[src/rtl/stopwatch_pkg.sv]
// Shared types and constants for the BCD stopwatch controller and its digit counters.
package stopwatch_pkg;
  localparam int BCD_W = 4;
  localparam logic [BCD_W-1:0] BCD_MAX = 4'd9;

  typedef enum logic [1:0] {
    IDLE,
    RUN,
    LAP,
    STOP
  } sw_state_t;
endpackage

[src/rtl/bcd_digit.sv]
// Single synchronous mod-10 counter; clr has priority over en, at_max flags the digit sitting at 9.
module bcd_digit
  import stopwatch_pkg::*;
(
  input  logic             clk,
  input  logic             clear_n,
  input  logic             en,
  input  logic             clr,
  output logic [BCD_W-1:0] q,
  output logic             at_max
);

  logic [BCD_W-1:0] q_q;
  logic [BCD_W-1:0] q_d;

  always_comb begin
    q_d = q_q;
    if (clr) begin
      q_d = '0;
    end else if (en) begin
      q_d = (q_q >= BCD_MAX) ? '0 : q_q + 1'b1;
    end
  end

  always_ff @(posedge clk or negedge clear_n) begin
    if (!clear_n) begin
      q_q <= '0;
    end else begin
      q_q <= q_d;
    end
  end

  assign q      = q_q;
  assign at_max = (q_q == BCD_MAX);

endmodule

[src/rtl/bcd_stopwatch_ctrl.sv]
// Start/stop/lap stopwatch: run FSM, lap register and wrap detection around a cascade of BCD digits.
module bcd_stopwatch_ctrl
  import stopwatch_pkg::*;
#(
  parameter int DIGITS = 4
) (
  input  logic                    clk,
  input  logic                    clear_n,
  input  logic                    tick,
  input  logic                    btn_ss,
  input  logic                    btn_lap,
  output logic [BCD_W*DIGITS-1:0] disp,
  output logic                    running,
  output logic                    lap_hold,
  output logic                    wrap
);

  sw_state_t               state_q;
  logic [BCD_W*DIGITS-1:0] lap_q;
  logic                    wrap_q;

  logic [BCD_W*DIGITS-1:0] count;
  logic [DIGITS-1:0]       at_max;
  logic [DIGITS:0]         carry;
  logic                    counting;
  logic                    clr_count;

  assign counting  = tick && ((state_q == RUN) || (state_q == LAP));
  // btn_ss wins over a coincident btn_lap, so the clear only fires on a lone lap press.
  assign clr_count = (state_q == STOP) && btn_lap && !btn_ss;
  assign carry[0]  = counting;

  generate
    for (genvar gi = 0; gi < DIGITS; gi++) begin : g_digit
      assign carry[gi+1] = carry[gi] & at_max[gi];

      bcd_digit u_digit (
        .clk    (clk),
        .clear_n(clear_n),
        .en     (carry[gi]),
        .clr    (clr_count),
        .q      (count[BCD_W*gi +: BCD_W]),
        .at_max (at_max[gi])
      );
    end
  endgenerate

  always_ff @(posedge clk or negedge clear_n) begin
    if (!clear_n) begin
      state_q <= IDLE;
      lap_q   <= '0;
      wrap_q  <= 1'b0;
    end else begin
      wrap_q <= carry[DIGITS];
      case (state_q)
        IDLE: if (btn_ss) state_q <= RUN;
        RUN: begin
          if (btn_ss) begin
            state_q <= STOP;
          end else if (btn_lap) begin
            state_q <= LAP;
            lap_q   <= count;
          end
        end
        LAP: begin
          if (btn_ss) state_q <= STOP;
          else if (btn_lap) state_q <= RUN;
        end
        STOP: begin
          if (btn_ss) state_q <= RUN;
          else if (btn_lap) state_q <= IDLE;
        end
        default: state_q <= IDLE;
      endcase
    end
  end

  assign running  = (state_q == RUN) || (state_q == LAP);
  assign lap_hold = (state_q == LAP);
  assign disp     = lap_hold ? lap_q : count;
  assign wrap     = wrap_q;

endmodule

[config.mk]
export PLATFORM = sky130hd
export DESIGN_NAME = bcd_stopwatch_ctrl
export DESIGN_NICKNAME = d
export VERILOG_FILES = /design/src/rtl/stopwatch_pkg.sv /design/src/rtl/bcd_digit.sv /design/src/rtl/bcd_stopwatch_ctrl.sv
export SDC_FILE = /design/constraint.sdc
export NUM_CORES = 1
export LEC_CHECK = 0
export ABC_AREA = 1
export CAP_MARGIN = 20
export CORE_UTILIZATION = 24
export CTS_CLUSTER_DIAMETER = 50
export CTS_CLUSTER_SIZE = 28
export DETAILED_ROUTE_END_ITERATION = 6
export MAX_ROUTING_LAYER = met4
export PLACE_DENSITY_LB_ADDON = 0.08
export SETUP_SLACK_MARGIN = 0.05
export SYNTH_ARGS = -nofsm -noshare
export SYNTH_HDL_FRONTEND = slang
export SYNTH_SLANG_ARGS = --single-unit
[constraint.sdc]
create_clock -name clk -period 1.8 [get_ports clk]
set_clock_uncertainty 0.2 [all_clocks]
set_input_delay 0.45 -clock clk [delete_from_list [all_inputs] [get_ports clk]]
set_output_delay 0.45 -clock clk [all_outputs]
set_load 0.01 [all_outputs]
# Word-level counts from Yosys, hierarchy flattened
# Cells that the tools add are included.
# word_totals
ff_bits,35
# op_classes
n_reduce_logical,12
add_sub_neg,4
muxes,21
n_eq_ne,11
order_cmp,4
bitwise,5
# ops
cell,count
4-bit two-way mux,12
"4-bit by 1-bit adder with 4-bit output, second input constant",4
"4-bit equality test, second input constant",4
"4-bit >= comparator, second input constant",4
16-bit two-way mux,1
2-bit two-way mux,7
"3-bit inequality test, second input constant",3
2-bit one-hot mux with 4 select lines,1
2-bit nonzero test,4
1-bit AND,4
"2-bit equality test, second input constant",2
4-bit AND reduction,1
1-bit logical AND,3
3-bit AND reduction,1
"2-bit by 1-bit equality test with 1-bit output, second input constant",1
2-bit logical NOT,1
"2-bit inequality test, second input constant",1
1-bit logical NOT,1
1-bit logical OR,1
1-bit NOT,1

# Logic depth before layout (Yosys ltp)
# Gate-level depths: netlist of the first run.
# depth
word_depth,8
mapped_depth,10

# By module
# A second synthesis of the first run with hierarchy kept.
# unflattened
hier_cells,306
area_unflattened_um2,2317.2
# by_module_without_submodules
module,cells_per_inst,seq_area_each_um2,instances,area_each_um2
bcd_digit,41,100.1,4,292.8
bcd_stopwatch_ctrl,142,475.5,1,1146.1

# Worst setup path after synthesis of the first run
# No wires, ideal clock.
# synth_timing
path_kind,register to output
startpoint,register state_q[0]
endpoint,output disp[0]
n_path_buf,1
path_stages_with_launch,6
required_time_ns,1.150
arrival_time_ns,1.298
setup_slack_ns,-0.148
cell_sequence,dfrtp_1 -> inv_1 -> ha_1 -> clkbuf_1 -> nand2_1 -> o21ai_0
# synth_between
elab_chain_len,2
# synth_rtl
item,line_no,text
from (decl),bcd_stopwatch_ctrl.sv:18,sw_state_t state_q;
from (signal assigned),bcd_stopwatch_ctrl.sv:50,state_q <= IDLE;
from (signal assigned),bcd_stopwatch_ctrl.sv:56,IDLE: if (btn_ss) state_q <= RUN;
from (signal assigned),bcd_stopwatch_ctrl.sv:59,state_q <= STOP;
2-bit equality test,bcd_stopwatch_ctrl.sv:79,assign lap_hold = (state_q == LAP);
named net lap_hold,bcd_stopwatch_ctrl.sv:14,"output logic lap_hold,"
16-bit two-way mux,bcd_stopwatch_ctrl.sv:80,assign disp = lap_hold ? lap_q : count;
to (decl),bcd_stopwatch_ctrl.sv:12,"output logic [BCD_W*DIGITS-1:0] disp,"
# The timed path passes the listed nets, and every way through them passes these cells.

# Final worst setup path of the first run
# layout_timing
startpoint,register state_q[0]
endpoint,output disp[5]
# layout_between
elab_chain_len,2
# layout_rtl
item,line_no
2-bit equality test,bcd_stopwatch_ctrl.sv:79
16-bit two-way mux,bcd_stopwatch_ctrl.sv:80
# Every way passes these cells.

==> summary.md, run 1 <==
Synthesis handed over a netlist of 262 instances. Timing analysis after detailed placement gives a worst setup slack of -0.466 ns. Synthesis inferred 35 register bits.

The tools report the count of clock tree sinks as 35. The worst slew margin relative to its limit was 85.1%; the DRC violation total after the first TritonRoute iteration was 39. Clock-pin slew was measured on the worst setup and hold paths at 0.07 ns. The logs give 59.3% for the combinational cell fraction of total power and 2070 um2 for the cell area after synthesis. The number of vias per cell after detailed routing is 4.35, and the detail-routed net length per standard cell is 12.5 um. After global routing the overflow that remains totals 0.

Yosys printed 0 warnings. In this run the power spent charging and discharging nets is 1890 uW. The run gives 14.9% as the global-route usage over all layers. For the via count of the first global-routing pass, the log shows 2,061.

The library cells used most frequently in the layout, excluding fill and tap cells, are nand2_1 (60), buf_4 (45), dfrtp_1 (35). The checks that failed: negative setup slack. Setup violations remaining at the end of the flow were counted as 35.

The boundary pin count is 24, and the area growth from synthesis to layout is 59.9%. The repair_antennas step left the layout with diodes totalling 0. The run gives -0.301 ns as the final critical-path setup slack.

The clock period minus worst slack was 2.10 ns. The first global-routing pass estimated 9.81 mm of wire. Power density over the cells: 1450 nW/um2.

Count of pins over their slew limit: 0. After synthesis, the netlist uses 25 different library cells. The die is 94.9 um wide. The logs give 2890 uW for the internal power summed over all cells and 2 for the count of H-tree levels built during CTS.

For the initial antenna violation count, the log shows 0. The initial cell density of the core was 25.0%; the number of nets in the final layout was 369. Max-cap violations in this run came to 0.

Net switching is 39.5% of the power. The run finished, with violations left. TritonCTS built the clock tree. In this run the remaining antenna-violating nets after routing total 0. The largest voltage drop on the vdd net is 0.909 mV.

After floorplanning, the core was divided into 33 placement rows. Static timing analysis puts the maximum clock frequency at 476 MHz. For the number of hold violations in the final report, the log shows 0.

The die covers 9000 um2. By startpoint and endpoint, the worst setup path is classified as flip-flop to output pin. The library cell used as clock root buffer is clkbuf_8. For the count of TritonRoute iterations in the first routing pass, the log shows 4. Leaving out fill and tap cells, the most frequent cell in the layout is nand2_1. The number of nets handed over by synthesis was 284.

For the power share of the clock group, the log shows 15.8%. The standby leakage power came out at 0.00172 uW. The type of the most critical hold path is flip-flop to flip-flop. For the pin with the worst max-slew slack, the measured transition is 0.222 ns. For the detailed placement HPWL, the log shows 3.63 mm. The post-route netlist has 42.2% of its cells at a drive strength greater than 1.

The worst setup path is captured at an output pin. Entering global routing, the biggest net connects 36 pins. At the end of routability-driven placement, the weighted congestion stood at 0.772. After detailed routing, the number of remaining DRC violations is 0.

The total design power came out at 4790 uW. The later pin in the worst-skew pair is clocked with a latency of 0.29 ns. The post-detailed-routing wire length was 5.67 mm. Of the total power, registers draw 24.9%. The required time of the critical path was 1.15 ns; the count of port buffers added during placement was 23.

The proportion of synthesized chip area in sequential cells was 42.3%. The final critical path takes up 117% of the cycle. Measured along the y axis, the die boundary spans 94.9 um. The data arrival time at the worst-slack endpoint is 1.45 ns.

The run gives 1,971 as the routed via count. The maximum fanout along the worst path works out to 8. Setup repair after global routing could not meet its margin everywhere.

In this run the standard cell core region covers 8300 um2. The worst setup path is launched from a flip-flop. TritonCTS created 5 clock buffers. At the end of the flow the core is filled with cells to 39.9%. The maximum buffer depth of the clock tree is 2.

In this run the mean area of a mapped cell was 7.90 um2.
critical path, cell delays in order, from the launching register on:
cell and delay (ns):
dfrtp_1 0.39, inv_2 0.07, ha_4 0.21, buf_12 0.12, buf_12 0.12, nand2_1 0.06
o21ai_2 0.05, buf_2 0.13
synth_stat cells:
cell,count,area (um2)
a21oi_1,3,15.0
a22oi_1,1,7.51
buf_2,4,20.0
buf_6,1,11.3
clkbuf_1,3,11.3
dfrtp_1,35,876
ha_1,17,213
inv_1,20,75.1
inv_2,3,11.3
nand2_1,82,308
nand2_4,1,11.3
nand3_1,19,95.1
nand3_2,3,30.0
nand3_4,1,17.5
nand3b_1,2,15.0
nand4_1,7,43.8
nor2_1,11,41.3
nor2_2,1,6.26
nor2_4,1,11.3
nor3_1,1,5.00
o21ai_0,39,195
o21ai_1,2,10.0
o22ai_1,1,6.26
xnor2_1,1,8.76
xor2_1,3,26.3
flip-flops by register name, indices dropped and copies added, names as in the netlist:
name / cells
state_q: 2
wrap: 1
lap_q: 16
g_digit.u_digit.q: 16
cells by family (layout without fill, tap and decap cells):
logic type,count (synthesis),after routing,share of synthesized area [%]
compound gates,46,46,11.3
xor+xnor,4,4,1.69
fa+ha+maj,17,17,10.3
buf+inv,31,117,6.22
flops,35,35,42.3
simple gates,129,129,28.2
layer usage:
layer  up-vias  share of wire (%)  global-route usage [%]
met2        24                 48                    25.1
met1       908                 47                    17.6
met4         0                1.8                    5.30
li1       1031                  -                       -
met3         8                2.8                    2.90
met5         -                  0                       -
what timing repair did:
| action | 4_1_cts | 5_1_grt |
|---|---|---|
| pin swaps | 10 | 7 |
| gates cloned | 2 | 0 |
| gates resized for setup | 131 | 39 |
| hold endpoints to repair | 35 | 0 |
| buffers inserted | 13 | 7 |
| setup endpoints to repair | 38 | 45 |
| hold buffers | 1 | 0 |
final cells by class:
| type | instances | area, um2 |
|---|---|---|
| clock inverters | 2 | 35.0 |
| well taps | 105 | 131 |
| inverters | 23 | 91.3 |
| multi-input cells | 196 | 1330 |
| fillers | 872 | 4990 |
| clock buffers | 6 | 82.6 |
| flip-flops and latches | 35 | 876 |
| repair buffers | 86 | 762 |
worst paths after layout:
check                                        from                             endpoint  slack [ns]  cells past startpoint
setup reg to reg           state_q[1]$_DFFE_PN0P_  g_digit[3].u_digit.q[1]$_DFFE_PN0P_       -0.20                     12
setup / recovery           state_q[0]$_DFFE_PN0P_                              disp[5]       -0.30                      7
hold / removal               lap_q[1]$_DFFE_PN0P_                 lap_q[1]$_DFFE_PN0P_        0.30                      2
max in group asynchronous                 clear_n  g_digit[2].u_digit.q[3]$_DFFE_PN0P_        0.76                      3
min in group asynchronous                 clear_n                 lap_q[5]$_DFFE_PN0P_        0.45                      3
hold reg to reg              lap_q[1]$_DFFE_PN0P_                 lap_q[1]$_DFFE_PN0P_        0.30                      2
power groups by stage:
stage                     logic, uW  registers [uW]  clock network (uW)
after global placement         2180            1180                   0
after global routing           3130            1230                 820
after floorplan                1030            1200                   0
after CTS                      2730            1180                 795
final                          2840            1190                 755
after detailed placement       2170            1180                   0
through the flow:
| step | cell area (um2) | hold slack [ns] | setup TNS, ns | instances |
|---|---|---|---|---|
| after floorplan | 2090 | -0.0456 | 0 | 262 |
| after global placement | 2770 | 0.237 | -9.56 | 426 |
| after detailed placement | 2770 | 0.233 | -10.15 | 426 |
| after CTS | 3200 | 0.297 | -5.61 | 450 |
| after global routing | 3310 | 0.324 | -10.46 | 453 |
| final | 3310 | 0.296 | -6.68 | 453 |
Note: power is estimated with default switching activity, not from simulation.
==> run 2, diff against run 1 <==
--- a/config.mk
+++ b/config.mk
@@ -7,7 +7,7 @@
 export LEC_CHECK = 0
 export ABC_AREA = 1
 export CAP_MARGIN = 20
-export CORE_UTILIZATION = 24
+export CORE_UTILIZATION = 30
 export CTS_CLUSTER_DIAMETER = 50
 export CTS_CLUSTER_SIZE = 28
 export DETAILED_ROUTE_END_ITERATION = 6
==> run 2 against run 1 <==
Against the previous run: the flow still finishes with violations (negative setup slack); sequential share of layout area is 0.94 points higher; critical endpoint is now disp[7]; register-to-register slack better by 0.15 ns; worst setup slack better by 0.067 ns; worst hold slack hardly changed; count of clock-buffer cells in the layout is 2 higher; critical path depth is 1 lower; via count is 2.2% higher; non-clock buffer count is 3 lower; largest power group unchanged; design area is 3.4% lower; first-iteration DRC count is 100% higher; core utilization is 9.3 points higher; maximum frequency is 3.3% higher.
==> summary.md, run 2 (synthesized netlist as in run 1, its figures left out) <==
After routing the design area is 3200 um2. The routed length on met2 came out at 2.53 mm. After detailed routing, no signal wire sits above met4.

Port buffering added 23 buffers. The checks that failed: negative setup slack. In this run the worst path has a maximum fanout of 5. In this design, the stage delay of the slowest critical-path cell is 0.39 ns. Kind of capture point of the worst setup path: an output pin. Across the VDD grid, the largest voltage drop is 0.725 mV.

Summed over all cells, the static leakage comes to 0.00161 uW. Clock latency on the worst-skew pair, taken at its later pin, is 0.28 ns. After the first detailed-routing iteration, the DRC count stood at 79. The number of antenna diodes in the final layout is 0. The tools report the launch point of the worst reg-to-reg path as state_q[1]$_DFFE_PN0P_. The height of the die is 85.1 um.

The number of filler cells placed in the layout is 610, and the detailed placement HPWL is 3.45 mm. The logs give 0 for the number of hold violations in the final report and 876 um2 for the total area of sequential cells. For the first-pass GRT wire length, the log shows 8.92 mm. The area enclosed by the die boundary is 7240 um2. Walking the worst path, the cells encountered are inv_2, ha_4, buf_4, nand2_1, o21ai_1, buf_2. In this run the power density over the cells is 1390 nW/um2. The highest attainable clock frequency came out at 492 MHz. The type of the most critical hold path was flip-flop to flip-flop. Subtracting the final worst setup slack from the clock period gives 2.03 ns. In this run the worst setup path begins at state_q[0]$_DFFE_PN0P_. After clock tree synthesis, the clock-pin slew on the worst setup and hold paths is 0.07 ns. The total overflow left after global routing is 0. The run gives 26 as the setup-violating endpoint count in the final report. Among all stages on the critical path, the largest delay is contributed by dfrtp_1.

The tools report the number of max-cap violations as 0. The placeable core area came out at 6490 um2. The setup check on the worst reg-to-reg path leaves a slack of -0.05 ns. The boundary pin count is 24, and the sum of routed wire segments on met1 is 2.86 mm. At the pin with the least slew margin, the transition time is 0.428 ns. The run gives 31.9% as the initial cell density of the core. Timing analysis after detailed placement gives a worst setup slack of -0.417 ns. Across all layers, the routed design uses 2,014 vias.

The run gives 0.295 ns as the worst hold slack. The path depth of the worst reg2reg path was 9. The run gives 1,894 as the via count of the first global-routing pass. In this run the deepest clock path goes through 2 buffers.

The congestion estimate from routability-driven global placement came to 0.775. The final critical-path setup slack is -0.234 ns, and the detailed-routed wire length on met3 is 187 um. The clock net in this run drives a total of 35 sinks. STA classifies the critical path startpoint as a flip-flop.

The root buffer cell chosen for the clock tree is clkbuf_8. After the last flow step, the layout net total stands at 366. The detail-routed net length per standard cell was 13.3 um.

Once detail routing completed, the nets flagged for antenna violations numbered 0. In the layout the commonest cells are nand2_1 (65), buf_4 (39), dfrtp_1 (35). For the global-route usage over all layers, the log shows 16.3%.

The hold path endpoint is lap_q[8]$_DFFE_PN0P_. The count of pins over their slew limit was 0. At the worst endpoint, the required time is 1.15 ns.

The most common library cell in the layout ignoring fill and taps was nand2_1. At the worst endpoint, the arrival time is 1.38 ns. Final cycle utilization of the critical path: 113%. The number of vias per cell after detailed routing was 4.77; the number of buffers added by the clock tree synthesis step was 5.

The first detailed-routing pass ran for 4 iterations. Number of cells on the worst hold path: 2. The number of design rule violations left after detail routing came out at 0. The post-detailed-routing wire length came out at 5.62 mm.

Once placement finished, the instance area stood at 2730 um2. The worst pin sits at a relative slew slack of 71.5%. The tools report the endpoint of the worst register-to-register path as g_digit[3].u_digit.q[3]$_DFFE_PN0P_.

The multi-input combinational cells in the finished layout cover a total of 1250 um2. The share of the core filled with cells came out at 49.2%. Setup repair after global routing could not meet its margin everywhere.

The category of the most critical setup path is flip-flop to output pin. TritonCTS built the clock tree. The floorplan has 29 rows. The fraction of layout cells with a size suffix above 1 came out at 37.7%. The die width works out to 85.1 um. The run finished, with violations left. Entering global routing, the biggest net connects 21 pins.

The initial antenna violation count came out at 0. From synthesis to final layout, the design area changed by 54.4%. Hold path startpoint: lap_q[8]$_DFFE_PN0P_. In this run the number of H-tree levels came out at 2.
## run 2: cell type report
| class | count | share of cell area (%) |
|---|---|---|
| clock buffer | 8 | 3.13 |
| inverter | 23 | 2.78 |
| multi-input combinational | 196 | 39.1 |
| sequential | 35 | 27.4 |
| tap | 77 | 3.01 |
| timing repair buffer | 83 | 24.6 |
## run 2: where the power goes
group / switching (uW) / internal [uW]
combinational: 1350 / 1280
clock: 294 / 350
sequential: 150 / 1030
total: 1800 / 2660
## run 2: what timing repair did
item | 4_1_cts | 5_1_grt
resized for setup | 108 | 37
endpoints found under the hold margin | 15 | 0
endpoints found under the setup margin | 36 | 53
hold buffers | 1 | 0
buffers inserted | 12 | 2
pin swaps | 9 | 4
gates cloned | 1 | 4
## run 2: metal layers
layer | vias up | track usage (%)
li1 | 1030 | -
met1 | 950 | 22.0
met2 | 32 | 24.6
met3 | 2 | 2.72
met4 | 0 | 5.70
met5 | - | -
## run 2: worst max-delay path, delay by kind of cell, from the launching register on
| kind | cells | cell delay (ns) |
|---|---|---|
| buffers and inverters | 3 | 0.39 |
| DFF | 1 | 0.39 |
| AOI/OAI and AO/OA | 1 | 0.08 |
| and+or+nand+nor | 1 | 0.05 |
| adders and majority gates | 1 | 0.18 |
## run 2: how the worst max path moves through the flow
stage / cells after the start / to / slack [ns]
final: 6 / disp[7] / -0.23
after global routing: 7 / disp[14] / -0.33
after CTS: 7 / disp[13] / -0.25
after detailed placement: 5 / disp[7] / -0.42
after global placement: 5 / disp[7] / -0.41
after floorplan: 7 / g_digit[2].u_digit.q[1]$_DFFE_PN0P_ / 0.06
## run 2: stage by stage
stage / setup TNS [ns] / total power (uW) / instances
finish: -3.61 / 4450 / 422
global route: -6.55 / 4810 / 422
CTS: -3.47 / 4210 / 416
detailed placement: -9.15 / 3290 / 396
global placement: -9.05 / 3290 / 396
floorplan: 0 / 2230 / 262
==> run 3, diff against run 2 <==
--- a/config.mk
+++ b/config.mk
@@ -7,6 +7,7 @@
 export LEC_CHECK = 0
 export ABC_AREA = 1
 export CAP_MARGIN = 20
+export CORE_MARGIN = 2
 export CORE_UTILIZATION = 30
 export CTS_CLUSTER_DIAMETER = 50
 export CTS_CLUSTER_SIZE = 28
==> run 3 against run 2 <==
Against the previous run: the flow still finishes with violations (negative setup slack); non-clock buffer count decreased by 2; worst hold slack better by 0.0090 ns; die area is 4.8% higher; first-iteration DRC count is 6.3% lower; critical path depth unchanged; combinational power grew 5%; wire length rose by 7.1%; design area grew 0.27%; sequential share of layout area decreased by 0.075 points; register-to-register slack lost 0.09 ns; flip-flop and latch count unchanged; largest power group unchanged.
==> summary.md, run 3 (synthesized netlist as in run 1, its figures left out) <==
The first detailed-routing pass ran for 4 iterations. Entering global routing, the biggest net connects 36 pins. The logs give 876 um2 for the total area of sequential cells and 0 for the remaining antenna violation count. The logs give 0 for the count of pins over their slew limit and 2830 uW for the internal power summed over all cells. The transition at the pin with the smallest max-transition slack came out at 0.262 ns.

The area growth from synthesis to layout is 54.8%, and the number of vias per cell after detailed routing is 4.79. The category of the most critical setup path is flip-flop to output pin. Setup repair after global routing could not meet its margin everywhere. The power share of the clock group was 16.0%. In the layout the commonest cells are nand2_1 (63), buf_4 (40), dfrtp_1 (35).

Once detailed placement completed, the half-perimeter wirelength came to 3.38 mm. After global routing the overflow that remains totals 0. The power density over the cells came out at 1460 nW/um2. Of all nets on the critical path, the largest fanout is 8.

The weighted congestion reported at the end of routability-driven placement came out at 0.803. The run gives 4690 uW as the total design power. Across all layers, the routed design uses 2,025 vias. The tools report the library cell used as clock root buffer as clkbuf_8.

Number of max-cap violations: 0. The run finished, with violations left. The sort of element at the start of the critical path was a flip-flop.

After the last flow step, the layout net total stands at 364. Net switching is 39.7% of the power. The logs give 1.41 ns for the data arrival time at the worst-slack endpoint and 0.29 ns for the clock latency at the later pin of the worst-skew pair.

For this run, the total global-route usage over all layers was measured as 15.7%. The detail-routed net length per standard cell came out at 14.2 um. The finished layout holds 423 standard cells, fillers aside.

The multi-input combinational cells in the finished layout cover a total of 1290 um2. The floorplan has 30 rows. The relative contribution of sequential cells to total power was 25.3%; the die width was 87.1 um. For the final critical-path setup slack, the log shows -0.256 ns.

The required time of the critical path was 1.15 ns. VDD sags by at most 0.654 mV. The routed length on met2 was 2.71 mm; the area enclosed by the die boundary was 7580 um2. For the final routed database, the setup TNS stands at -5.77 ns. CTS built an H-tree with a depth of 2. The height of the die came out at 87.1 um. The path class of the tightest hold or removal check is flip-flop to flip-flop. Per report_power, the combinational group accounts for 58.7% of the total. Fill cells in the final layout number 650. First-pass GRT wire length: 8.94 mm. The uppermost layer routed was met4. Kind of capture point of the worst setup path: an output pin. In this run the critical register-to-register path is launched from state_q[1]$_DFFE_PN0P_. After detailed routing, the total wire length is 6.01 mm. The smallest clock period supported by the final layout is computed as 2.06 ns. The fraction of layout cells with a size suffix above 1 is 40.8%, and the final cycle utilization of the critical path is 114%. For this configuration, the core starts out at a cell density of 30.8%.

24 I/O pins were placed. The tools report the number of buffers added by the clock tree synthesis step as 5. The tools report the number of hold violations in the final report as 0. Initial antenna violation count: 0.

Setup-violating endpoint count in the final report: 49. The hold path startpoint is lap_q[15]$_DFFE_PN0P_. Via count of the first global-routing pass: 1,863. CTS saw 35 sinks. The final reports fail on negative setup slack. For this block, the initial DRC count from the detailed router was 74. The run gives 0.00164 uW as the standby leakage power. The longest clock path from root to sink contains 2 buffers. The run gives 189 um as the detailed-routed wire length on met3.

The critical path startpoint was state_q[0]$_DFFE_PN0P_. The number of placed cells counting well taps was 397; the highest attainable clock frequency was 486 MHz. The sum of routed wire segments on met1 was 2.99 mm. The count of port buffers added during placement came out at 23. The logs give 82.4% for the worst slew margin relative to its limit and 6720 um2 for the placeable core area. TritonCTS built the clock tree. The net switching power is 1860 uW. Timing analysis after detailed placement gives a worst setup slack of -0.424 ns. The run gives 0 as the number of design rule violations left after detail routing. The library cell used most frequently in the layout, excluding fill and tap cells, is nand2_1.

The repair_antennas step left the layout with diodes totalling 0. Clock-pin slew was measured on the worst setup and hold paths at 0.07 ns.
==> run 3: path summary, 6_finish.rpt <==
path,cells past startpoint,slack (ns),to
min in group asynchronous,3,0.46,lap_q[4]$_DFFE_PN0P_
worst min register to register,2,0.30,lap_q[15]$_DFFE_PN0P_
worst max register to register,11,-0.14,g_digit[3].u_digit.q[1]$_DFFE_PN0P_
worst min-delay path,2,0.30,lap_q[15]$_DFFE_PN0P_
worst max-delay path,6,-0.26,disp[7]
max in group asynchronous,3,0.75,g_digit[3].u_digit.q[2]$_DFFE_PN0P_
==> run 3: power groups by stage <==
stage                     clock [uW]  combinational, uW  sequential [uW]
after floorplan                    0               1030             1200
after global placement             0               2090             1180
after detailed placement           0               2090             1180
after CTS                        778               2460             1170
after global routing             808               3030             1220
final                            750               2750             1190
==> run 3: area by class of cell <==
class	instances	area share (%)
timing repair buffer	81	22.7
clock inverter	2	1.09
sequential	35	27.3
tap	80	3.12
clock buffer	6	2.58
inverter	23	2.85
multi-input combinational	196	40.3
==> run 3: metal layers <==
metal  track usage, %  vias up
met5                -        -
met3             3.51       12
met2             23.5       36
met4             6.82        0
met1             20.4      955
li1                 -     1022
==> run 3: metrics by stage <==
step	hold WS, ns	area, um2	utilization [%]
5_1_grt	0.326	3210	47.7
3_5_place_dp	0.234	2700	40.2
2_1_floorplan	-0.0456	2090	-
6_report	0.304	3210	47.7
3_3_place_gp	0.237	2700	40.2
4_1_cts	0.298	2990	44.5
==> run 3: what timing repair did <==
item,4_1_cts,5_1_grt
buffers inserted,9,7
setup endpoints to repair,38,53
gates resized for setup,114,51
hold endpoints to repair,35,0
pin swaps,13,13
cloned,1,3
hold buffers,1,0
==> run 3: worst max-delay path, cell delays in order, from the launching register on <==
cell,delay [ns]
dfrtp_1,0.39
inv_2,0.09
ha_4,0.23
buf_12,0.15
nand2_2,0.04
o21ai_1,0.07
buf_2,0.15
